## src/rtl/pid_cmd_parser.sv

```systemverilog
// pid_cmd_parser
// ASCII command decoder between the UART byte receiver/transmitter and the
// PID register bank / auto-tuner of NUM_CH motor channels.
//
// Commands (each terminated by CR, LF ignored while parsing):
//   <K|I|D|S><ch><NDIG hex digits>  write gain/setpoint -> 'A' or 'N'
//   T<ch>                           start auto-tune     -> 'A' or 'N'
//   R<ch><K|I|D|S>                  read back           -> NDIG hex chars + CR
//
// Ports:
//   CLK, RST_N          clock, synchronous active-low reset
//   rx_data, rx_valid   received byte with one-cycle strobe
//   tx_data, tx_valid,  response byte stream
//   tx_ready
//   wr_en, wr_ch,       one-cycle register write strobe with channel,
//   wr_sel, wr_data     selector (0=Kp 1=Ki 2=Kd 3=setpoint) and value
//   rd_req, rd_data     one-cycle read strobe (uses wr_ch/wr_sel); rd_data
//                       is captured one cycle after the strobe
//   tune_start, tune_ch one-cycle auto-tune start strobe with channel
//   overrun             sticky: a byte arrived while a response was pending
//
// TX handshake: a byte transfers on a cycle where tx_valid && tx_ready.
// Once tx_valid is raised, it and tx_data hold until that transfer happens
// (only reset can withdraw it); at most one byte moves per cycle.

module pid_cmd_parser #(
    parameter int DATA_W = 16,
    parameter int NUM_CH = 2,
    parameter int CH_W   = 1
) (
    input  logic              CLK,
    input  logic              RST_N,
    input  logic [7:0]        rx_data,
    input  logic              rx_valid,
    output logic [7:0]        tx_data,
    output logic              tx_valid,
    input  logic              tx_ready,
    output logic              wr_en,
    output logic [CH_W-1:0]   wr_ch,
    output logic [1:0]        wr_sel,
    output logic [DATA_W-1:0] wr_data,
    output logic              rd_req,
    input  logic [DATA_W-1:0] rd_data,
    output logic              tune_start,
    output logic [CH_W-1:0]   tune_ch,
    output logic              overrun
);

    localparam int NDIG  = DATA_W / 4;
    localparam int CNT_W = (NDIG < 2) ? 1 : $clog2(NDIG + 1);

    localparam logic [7:0] CHR_CR = 8'h0D;
    localparam logic [7:0] CHR_LF = 8'h0A;
    localparam logic [7:0] CHR_A  = 8'h41;
    localparam logic [7:0] CHR_N  = 8'h4E;

    typedef enum logic [3:0] {
        S_IDLE, S_CHAN, S_RSEL, S_DATA, S_EXP_CR,
        S_SKIP, S_ACK, S_RD_WAIT, S_RD_SEND, S_RD_CR
    } state_t;

    typedef enum logic [1:0] {
        K_WRITE, K_TUNE, K_READ
    } kind_t;

    state_t            state;
    state_t            state_next;
    kind_t             kind;
    logic [1:0]        sel;
    logic [CH_W-1:0]   ch;
    // Collects hex digits while parsing; reused as the readback shifter.
    logic [DATA_W-1:0] shift;
    logic [CNT_W-1:0]  cnt;
    logic              ack_ok;

    // Byte classification of rx_data
    logic              is_cr;
    logic              is_lf;
    logic              rx_fire;
    logic              hex_ok;
    logic [3:0]        hex_nib;
    logic              ch_ok;
    logic [CH_W-1:0]   ch_idx;
    logic              sel_ok;
    logic [1:0]        sel_code;
    logic              is_tune;
    logic              is_read;
    logic              cnt_last;
    logic              resp_busy;
    logic [3:0]        out_nib;

    always_comb begin
        is_cr    = (rx_data == CHR_CR);
        is_lf    = (rx_data == CHR_LF);
        rx_fire  = rx_valid && !is_lf;
        hex_ok   = 1'b0;
        hex_nib  = 4'h0;
        if (rx_data >= 8'h30 && rx_data <= 8'h39) begin
            hex_ok  = 1'b1;
            hex_nib = rx_data[3:0];
        end else if ((rx_data >= 8'h41 && rx_data <= 8'h46) ||
                     (rx_data >= 8'h61 && rx_data <= 8'h66)) begin
            // 'A'/'a' have low nibble 1, so +9 gives 10..15
            hex_ok  = 1'b1;
            hex_nib = rx_data[3:0] + 4'd9;
        end
        ch_ok    = (rx_data[7:4] == 4'h3) && ({4'h0, rx_data[3:0]} < 8'(NUM_CH));
        ch_idx   = CH_W'(rx_data[3:0]);
        sel_ok   = 1'b1;
        sel_code = 2'd0;
        case (rx_data)
            8'h4B:   sel_code = 2'd0;   // 'K'
            8'h49:   sel_code = 2'd1;   // 'I'
            8'h44:   sel_code = 2'd2;   // 'D'
            8'h53:   sel_code = 2'd3;   // 'S'
            default: sel_ok   = 1'b0;
        endcase
        is_tune   = (rx_data == 8'h54); // 'T'
        is_read   = (rx_data == 8'h52); // 'R'
        cnt_last  = (cnt == CNT_W'(NDIG - 1));
        resp_busy = (state == S_ACK) || (state == S_RD_WAIT) ||
                    (state == S_RD_SEND) || (state == S_RD_CR);
        out_nib   = shift[DATA_W-1 -: 4];
    end

    // State register
    always_ff @(posedge CLK) begin
        if (!RST_N) begin
            state <= S_IDLE;
        end else begin
            state <= state_next;
        end
    end

    // Next state and TX outputs
    always_comb begin
        state_next = state;
        tx_valid   = 1'b0;
        tx_data    = 8'h00;
        case (state)
            S_IDLE: begin
                if (rx_fire) begin
                    if (sel_ok || is_tune || is_read) state_next = S_CHAN;
                    else if (is_cr)                   state_next = S_IDLE;
                    else                              state_next = S_SKIP;
                end
            end
            S_CHAN: begin
                // A CR here is just another non-digit; the line is then
                // discarded up to the following CR.
                if (rx_fire) begin
                    if (!ch_ok)               state_next = S_SKIP;
                    else if (kind == K_WRITE) state_next = S_DATA;
                    else if (kind == K_TUNE)  state_next = S_EXP_CR;
                    else                      state_next = S_RSEL;
                end
            end
            S_RSEL: begin
                if (rx_fire) state_next = sel_ok ? S_EXP_CR : S_SKIP;
            end
            S_DATA: begin
                if (rx_fire) begin
                    if (hex_ok)     state_next = cnt_last ? S_EXP_CR : S_DATA;
                    else if (is_cr) state_next = S_ACK;
                    else            state_next = S_SKIP;
                end
            end
            S_EXP_CR: begin
                if (rx_fire) begin
                    if (!is_cr)              state_next = S_SKIP;
                    else if (kind == K_READ) state_next = S_RD_WAIT;
                    else                     state_next = S_ACK;
                end
            end
            S_SKIP: begin
                if (rx_fire && is_cr) state_next = S_ACK;
            end
            S_ACK: begin
                tx_valid = 1'b1;
                tx_data  = ack_ok ? CHR_A : CHR_N;
                if (tx_ready) state_next = S_IDLE;
            end
            S_RD_WAIT: begin
                // First cycle here carries rd_req; data is taken on the next.
                if (!rd_req) state_next = S_RD_SEND;
            end
            S_RD_SEND: begin
                tx_valid = 1'b1;
                tx_data  = (out_nib < 4'd10) ? {4'h3, out_nib}
                                             : (8'h37 + {4'h0, out_nib});
                if (tx_ready && cnt_last) state_next = S_RD_CR;
            end
            S_RD_CR: begin
                tx_valid = 1'b1;
                tx_data  = CHR_CR;
                if (tx_ready) state_next = S_IDLE;
            end
            default: state_next = S_IDLE;
        endcase
    end

    // Datapath, strobes and sticky flag
    always_ff @(posedge CLK) begin
        if (!RST_N) begin
            kind       <= K_WRITE;
            sel        <= 2'd0;
            ch         <= '0;
            shift      <= '0;
            cnt        <= '0;
            ack_ok     <= 1'b0;
            wr_en      <= 1'b0;
            wr_ch      <= '0;
            wr_sel     <= 2'd0;
            wr_data    <= '0;
            rd_req     <= 1'b0;
            tune_start <= 1'b0;
            tune_ch    <= '0;
            overrun    <= 1'b0;
        end else begin
            wr_en      <= 1'b0;
            rd_req     <= 1'b0;
            tune_start <= 1'b0;
            if (rx_valid && resp_busy) overrun <= 1'b1;
            case (state)
                S_IDLE: begin
                    if (rx_fire && (sel_ok || is_tune || is_read)) begin
                        kind  <= is_tune ? K_TUNE : (is_read ? K_READ : K_WRITE);
                        sel   <= sel_code;
                        shift <= '0;
                        cnt   <= '0;
                    end
                end
                S_CHAN: begin
                    if (rx_fire && ch_ok) ch <= ch_idx;
                end
                S_RSEL: begin
                    if (rx_fire && sel_ok) sel <= sel_code;
                end
                S_DATA: begin
                    if (rx_fire && hex_ok) begin
                        shift <= (shift << 4) | DATA_W'(hex_nib);
                        cnt   <= cnt + 1'b1;
                    end else if (rx_fire && is_cr) begin
                        ack_ok <= 1'b0;
                    end
                end
                S_EXP_CR: begin
                    if (rx_fire && is_cr) begin
                        ack_ok <= 1'b1;
                        case (kind)
                            K_WRITE: begin
                                wr_en   <= 1'b1;
                                wr_ch   <= ch;
                                wr_sel  <= sel;
                                wr_data <= shift;
                            end
                            K_TUNE: begin
                                tune_start <= 1'b1;
                                tune_ch    <= ch;
                            end
                            default: begin
                                rd_req <= 1'b1;
                                wr_ch  <= ch;
                                wr_sel <= sel;
                            end
                        endcase
                    end
                end
                S_SKIP: begin
                    if (rx_fire && is_cr) ack_ok <= 1'b0;
                end
                S_RD_WAIT: begin
                    if (!rd_req) begin
                        shift <= rd_data;
                        cnt   <= '0;
                    end
                end
                S_RD_SEND: begin
                    if (tx_ready) begin
                        shift <= shift << 4;
                        cnt   <= cnt + 1'b1;
                    end
                end
                default: ;
            endcase
        end
    end

endmodule
```

## config.mk

```make
export PLATFORM = sky130hd
export DESIGN_NAME = pid_cmd_parser
export DESIGN_NICKNAME = d
export VERILOG_FILES = /design/src/rtl/pid_cmd_parser.sv
export SDC_FILE = /design/constraint.sdc
export NUM_CORES = 1
export LEC_CHECK = 0
export BUFFER_PORTS_ARGS = -buffer_cell sky130_fd_sc_hd__buf_2
export CAP_MARGIN = 10
export CORE_MARGIN = 3
export CORE_UTILIZATION = 60
export CTS_BUF_LIST = sky130_fd_sc_hd__clkbuf_4 sky130_fd_sc_hd__clkbuf_8
export DETAILED_ROUTE_END_ITERATION = 8
export PLACE_DENSITY = 0.86
export SYNTH_ARGS = -nofsm -noshare
export SYNTH_HDL_FRONTEND = slang
export SYNTH_SLANG_ARGS = --single-unit
```

## constraint.sdc

```tcl
create_clock -name CLK -period 6.26 [get_ports CLK]
set_clock_uncertainty 0.1 [all_clocks]
set_input_delay 1.252 -clock CLK [delete_from_list [all_inputs] [get_ports CLK]]
set_output_delay 1.252 -clock CLK [all_outputs]
set_load 0.01 [all_outputs]
```

==> results of run 1 <==
[through the flow]
stage / utilization [%] / instances / setup slack (ps) / total power [mW]
3_5_place_dp: 67.0 / 513 / 2350 / 0.579
6_report: 69.2 / 521 / 2650 / 0.814
3_3_place_gp: 67.0 / 513 / 2490 / 0.577
2_1_floorplan: - / 414 / 3230 / 0.557
5_1_grt: 69.2 / 521 / 2460 / 0.849
4_1_cts: 69.2 / 521 / 2670 / 0.812
[tightest hold or removal path, cell delays in order (launching register included)]
cell     delay, ps
dfxtp_1        320
nand2_1         50
a21oi_1         50
[worst max-delay path by stage]
stage / slack [ps] / to / startpoint / depth (start not counted)
after floorplan: 3230 / cnt[2] / rx_data[1] / 9
after global placement: 2490 / shift[15] / rx_data[1] / 8
after detailed placement: 2350 / shift[9] / rx_data[1] / 8
after CTS: 2670 / shift[9] / rx_data[1] / 8
after global routing: 2460 / shift[9] / rx_data[1] / 8
final: 2650 / cnt[0] / rx_data[1] / 8
[where the power goes]
part / total, mW / switching (mW) / internal [mW]
registers: 0.372 / 0.0288 / 0.343
logic: 0.203 / 0.113 / 0.0901
clock network: 0.239 / 0.119 / 0.120
total: 0.814 / 0.261 / 0.553
[final cells by class]
cell class	count	share of cell area (%)
repair buffers	59	8.20
clock inverters	3	1.22
well taps	70	2.43
clock buffers	5	1.91
multi-input cells	319	55.5
flip-flops and latches	53	29.5
inverters	12	1.25
[cells in the final DEF (no fill, tap or decap), drive strengths merged, types with 11 or more instances in the layout]
master  instances
nand2          80
buf            59
dfxtp          53
a21oi          36
mux2i          25
nor2           21
o21ai          17
inv            13
a22o           12
nor3           11
[kinds of logic (layout without fill, tap and decap cells)]
logic type | Yosys count | count (layout) | synth area share [%]
XOR/XNOR | 1 | 1 | 0.268
AO/OA/AOI/OAI | 101 | 101 | 20.8
other | 1 | 1 | 0.115
buffers and inverters | 42 | 79 | 6.46
AND/OR/NAND/NOR | 184 | 184 | 29.6
adder cells (fa/ha/maj) | 7 | 7 | 2.68
multiplexers | 25 | 25 | 7.65
flip-flops | 53 | 53 | 32.4
[layer usage]
layer	vias up	GRT usage, %
met3	11	3.95
met1	1430	37.0
met5	-	0
met2	107	41.0
met4	0	7.60
li1	1544	-
[flip-flops by register name, summed over array words and instances, names as in the netlist]
signal,flops
wr_en,1
state,4
tune_ch,1
wr_data,16
rd_req,1
wr_ch,1
sel,2
ack_ok,1
cnt,3
shift,16
kind,2
tune_start,1
overrun,1
wr_sel,2
ch,1
==> out/metrics.cfg, run 1 <==
[status]
status = finished clean

[global_route]
grt_pass1_wl_mm = 13.2
grt_remaining_overflow = 0
grt_pass1_vias = 2737
antenna_found_initial = 0
grt_max_degree = 45
grt_use_total_pct = 26.1

[synthesis]
ys_async_sr_fraction_pct = 0
yosysWarnings = 0
synth_edf_count = 0
syn_inst = 414
syn-num-nets = 449
syn_area_um2 = 3270
synth_area_leaders = dfxtp_1, nand2_1, mux2i_1
synth_top_cell_by_area = dfxtp_1
synthDistinctLibCells = 66
yosysSeqAreaShare_pct = 32.4
yosysTopAreaCellShare_pct = 32.4
syn_area_per_cell_um2 = 7.90
synthTopCellsByCount = nand2_1, dfxtp_1, a21oi_1, mux2i_1, nor2_1
synth_flop_cell = dfxtp_1
ys_ff_latch = 53
post-synth-top-count-cell = nand2_1

[sta]
slew_headroom_pct = 24.2
final-setup-viol-count = 0
slew_violations = 0
tns_ps = 0
hold_viol_final = 0
worst_slew_pin_slew_ps = 1140
period_share_pct = 57.7
rsz0062_at_grt = no
max_freq_mhz = 277
whs_ps = 354
period_needed_ps = 3610

[placed_design]
port_buffers = 59
placed_area_um2 = 3490
globalplace.congestion = 0.929
dp_hpwl_mm = 5.88

[power_and_ir_drop]
p_leak_nw = 1.46
p_per_area_nw_per_um2 = 226
peakVddDrop_mv = 0.190

[setup_path]
crit_family = compound AO/OA/AOI/OAI gates
path_cells = buf_2, inv_1, ha_1, or3b_2, nand3_1, and3_1, a221o_1, mux2i_1
r2r_slack_ps = 3420
cp_max_fo = 19
cp.arrival_ps = 3750
worst_setup_path_end_kind = register
worstPathRequired_ps = 6400
setup.worst_path.class = in -> reg
regToRegStartpoint = state[2]
crit_buf_inv = 2
cpPeakStageDelay_ps = 870
r2r_end = wr_data[11]
rr_worst_depth = 5
start_kind = primary input
slowest_stage = a221o_1

[layout]
design_area_um2 = 3600
num-fill-cells = 455
multi_input_area_um2 = 2000
seqCellArea_um2 = 1060
area_growth_pct = 10.1
drive_gt1_share_pct = 19.1
diodes = 0
nNetsFinal = 485

[route]
wl_met1_mm = 3.69
wl_mm = 8.10
wl_met3_um = 430
num_vias = 3092
wl_per_cell_um = 15.5
drtPass1Iterations = 5
highest_layer = met4
routed_via_density = 5.93
drtIter0Drc = 227
drtAntennaViolNets = 0
drc = 0
wl_met2_mm = 3.85

[cts]
clock_latency_ps = 320
clockBufferDepth = 2
clock_sinks = 53
ctsHtreeMaxLevel = 2
cts-resized-gates = 0
ctsRootBufferMaster = clkbuf_8
post-cts-setup-buffers = 0
cts_tree = done
clk_pin_slew_worst_paths_ps = 100
cts_hold_buf = 0
cts_buffers = 5

[floorplanning]
pin_count = 61
core_um2 = 5200
initial_core_util_pct = 62.9
rows = 26
die_w_um = 79.8
die-area_um2 = 6380
fp.dieH_um = 79.8

[worst_hold_path]
min_path_cells = 2
worstHoldStart = wr_data[14]
hp-class = reg -> reg
min_delay_worst_endpoint = wr_data[14]

[job]
maxCapViolations = 0

No activity file was read; power rests on OpenSTA's default activity.
==> run 2: changes to the inputs <==
Settings changed: CORE_UTILIZATION 60 to 58, PLACE_DENSITY 0.86 to 0.84.
Clock period 6.26 ns to 3.8 ns, I/O delays scaled along.
==> run 2 against run 1 <==
Against the previous run: core utilization decreased by 0.52 points; largest power group unchanged; via count increased by 1.6%; worst hold slack got worse by 2.0 ps; sequential power increased by 65%.
==> out/metrics.cfg, run 2 (synthesized netlist as in run 1, its figures left out) <==
[cts]
ctsHtreeMaxLevel = 2
clockBufferDepth = 2
clk_pin_slew_worst_paths_ps = 100
post-cts-setup-buffers = 0
clock_sinks = 53
cts_tree = done
cts_buffers = 5
clock_latency_ps = 310
ctsRootBufferMaster = clkbuf_8
cts-resized-gates = 0
cts_hold_buf = 0

[power_and_ir_drop]
peakVddDrop_mv = 0.255
p_per_area_nw_per_um2 = 372
p_leak_nw = 1.47

[sta]
hold_viol_final = 0
tns_ps = 0
period_needed_ps = 3030
slew_violations = 0
final-setup-viol-count = 0
period_share_pct = 79.9
max_freq_mhz = 330
rsz0062_at_grt = no
slew_headroom_pct = 35.4
worst_slack_ps = 766
worst_slew_pin_slew_ps = 969

[layout]
nNetsFinal = 488
diodes = 0
area_growth_pct = 10.6
seqCellArea_um2 = 1060
multi_input_area_um2 = 2000
drive_gt1_share_pct = 19.4
final_cell_mix = nand2_1, buf_2, dfxtp_1, a21oi_1, mux2i_1
layout_commonest_cell = nand2_1
reg_top3 = shift x16, wr_data x16, state x4
num-fill-cells = 463

[worst_hold_path]
hp-class = reg -> reg
worstHoldStart = wr_data[0]

[floorplanning]
die-area_um2 = 6580
rows = 26
core_um2 = 5270
pin_count = 61
initial_core_util_pct = 62.1
die_w_um = 81.1
fp.dieH_um = 81.1

[status]
status = finished clean

[setup_path]
start_kind = register
worstPathRequired_ps = 2940
critical_path.startpoint = state[3]
slowest_stage = dfxtp_1
cp.arrival_ps = 2170
worst_setup_path_end_kind = primary output
cp_common_cell = nor2_1
setup.worst_path.class = reg -> out
path_cells = nand2b_1, a2111oi_0, nor2_1, nor2_1, buf_2
regToRegStartpoint = state[1]
cpPeakStageDelay_ps = 720
cp_max_fo = 20

[global_route]
grt_remaining_overflow = 0
grt_pass1_vias = 2909
grt_use_total_pct = 25.8
grt_max_degree = 44
grt_pass1_wl_mm = 13.3
antenna_found_initial = 0

[route]
drtIter0Drc = 218
num_vias = 3141
drc = 0
wl_mm = 8.21
routed_via_density = 6.01
wl_per_cell_um = 15.7
drtPass1Iterations = 5
drtAntennaViolNets = 0

[placed_design]
globalplace.congestion = 0.939
port_buffers = 59
post-place-ws_ps = 918
dp_hpwl_mm = 5.89

[job]
maxCapViolations = 0

run 2: changes by cell type in the layout (fill, tap and decap cells not counted):
cell      delta
buf_4        +3
clkinv_2     -1
run 2: worst max-delay path, delay by kind of cell (launching register included):
family / cells / cell delay, ps
flops: 1 / 720
compound gates: 1 / 510
simple gates: 3 / 490
buf+inv: 1 / 140
run 2: metrics by stage:
| step | hold slack (ps) | total power [mW] | utilization (%) | cell area [um2] | std cells |
|---|---|---|---|---|---|
| 2_1_floorplan | 338 | 0.918 | - | 3270 | 414 |
| 3_3_place_gp | 337 | 0.953 | 66.6 | 3510 | 516 |
| 3_5_place_dp | 341 | 0.960 | 66.6 | 3510 | 516 |
| 4_1_cts | 354 | 1.34 | 68.7 | 3620 | 523 |
| 5_1_grt | 368 | 1.40 | 68.7 | 3620 | 523 |
| 6_report | 352 | 1.35 | 68.7 | 3620 | 523 |
run 2: cell type report:
| type | count | area share (%) |
|---|---|---|
| Sequential cell | 53 | 29.3 |
| Multi-Input combinational cell | 319 | 55.3 |
| Clock inverter | 2 | 1.07 |
| Timing Repair Buffer | 62 | 8.78 |
| Clock buffer | 5 | 1.90 |
| Inverter | 12 | 1.24 |
| Tap cell | 70 | 2.42 |
run 2: final timing paths:
path              depth (start not counted)          to  slack (ps)
setup / recovery                          5  tx_data[1]         770
hold / removal                            2  wr_data[0]         350
setup reg to reg                          5    state[1]        1300
hold reg to reg                           2  wr_data[0]         350
run 2: power breakdown:
| group | total [mW] | internal, mW | switching [mW] | leakage, nW |
|---|---|---|---|---|
| clock | 0.388 | 0.195 | 0.192 | 0.0546 |
| sequential | 0.615 | 0.565 | 0.0499 | 0.427 |
| combinational | 0.343 | 0.149 | 0.194 | 0.989 |
| total | 1.35 | 0.910 | 0.436 | 1.47 |
run 2: routing by layer:
metal	wire length, um	up-vias	track usage, %
li1	-	1549	-
met1	3780	1461	34.0
met2	3810	117	42.6
met3	497	14	5.21
met4	116	0	7.43
met5	0	-	0
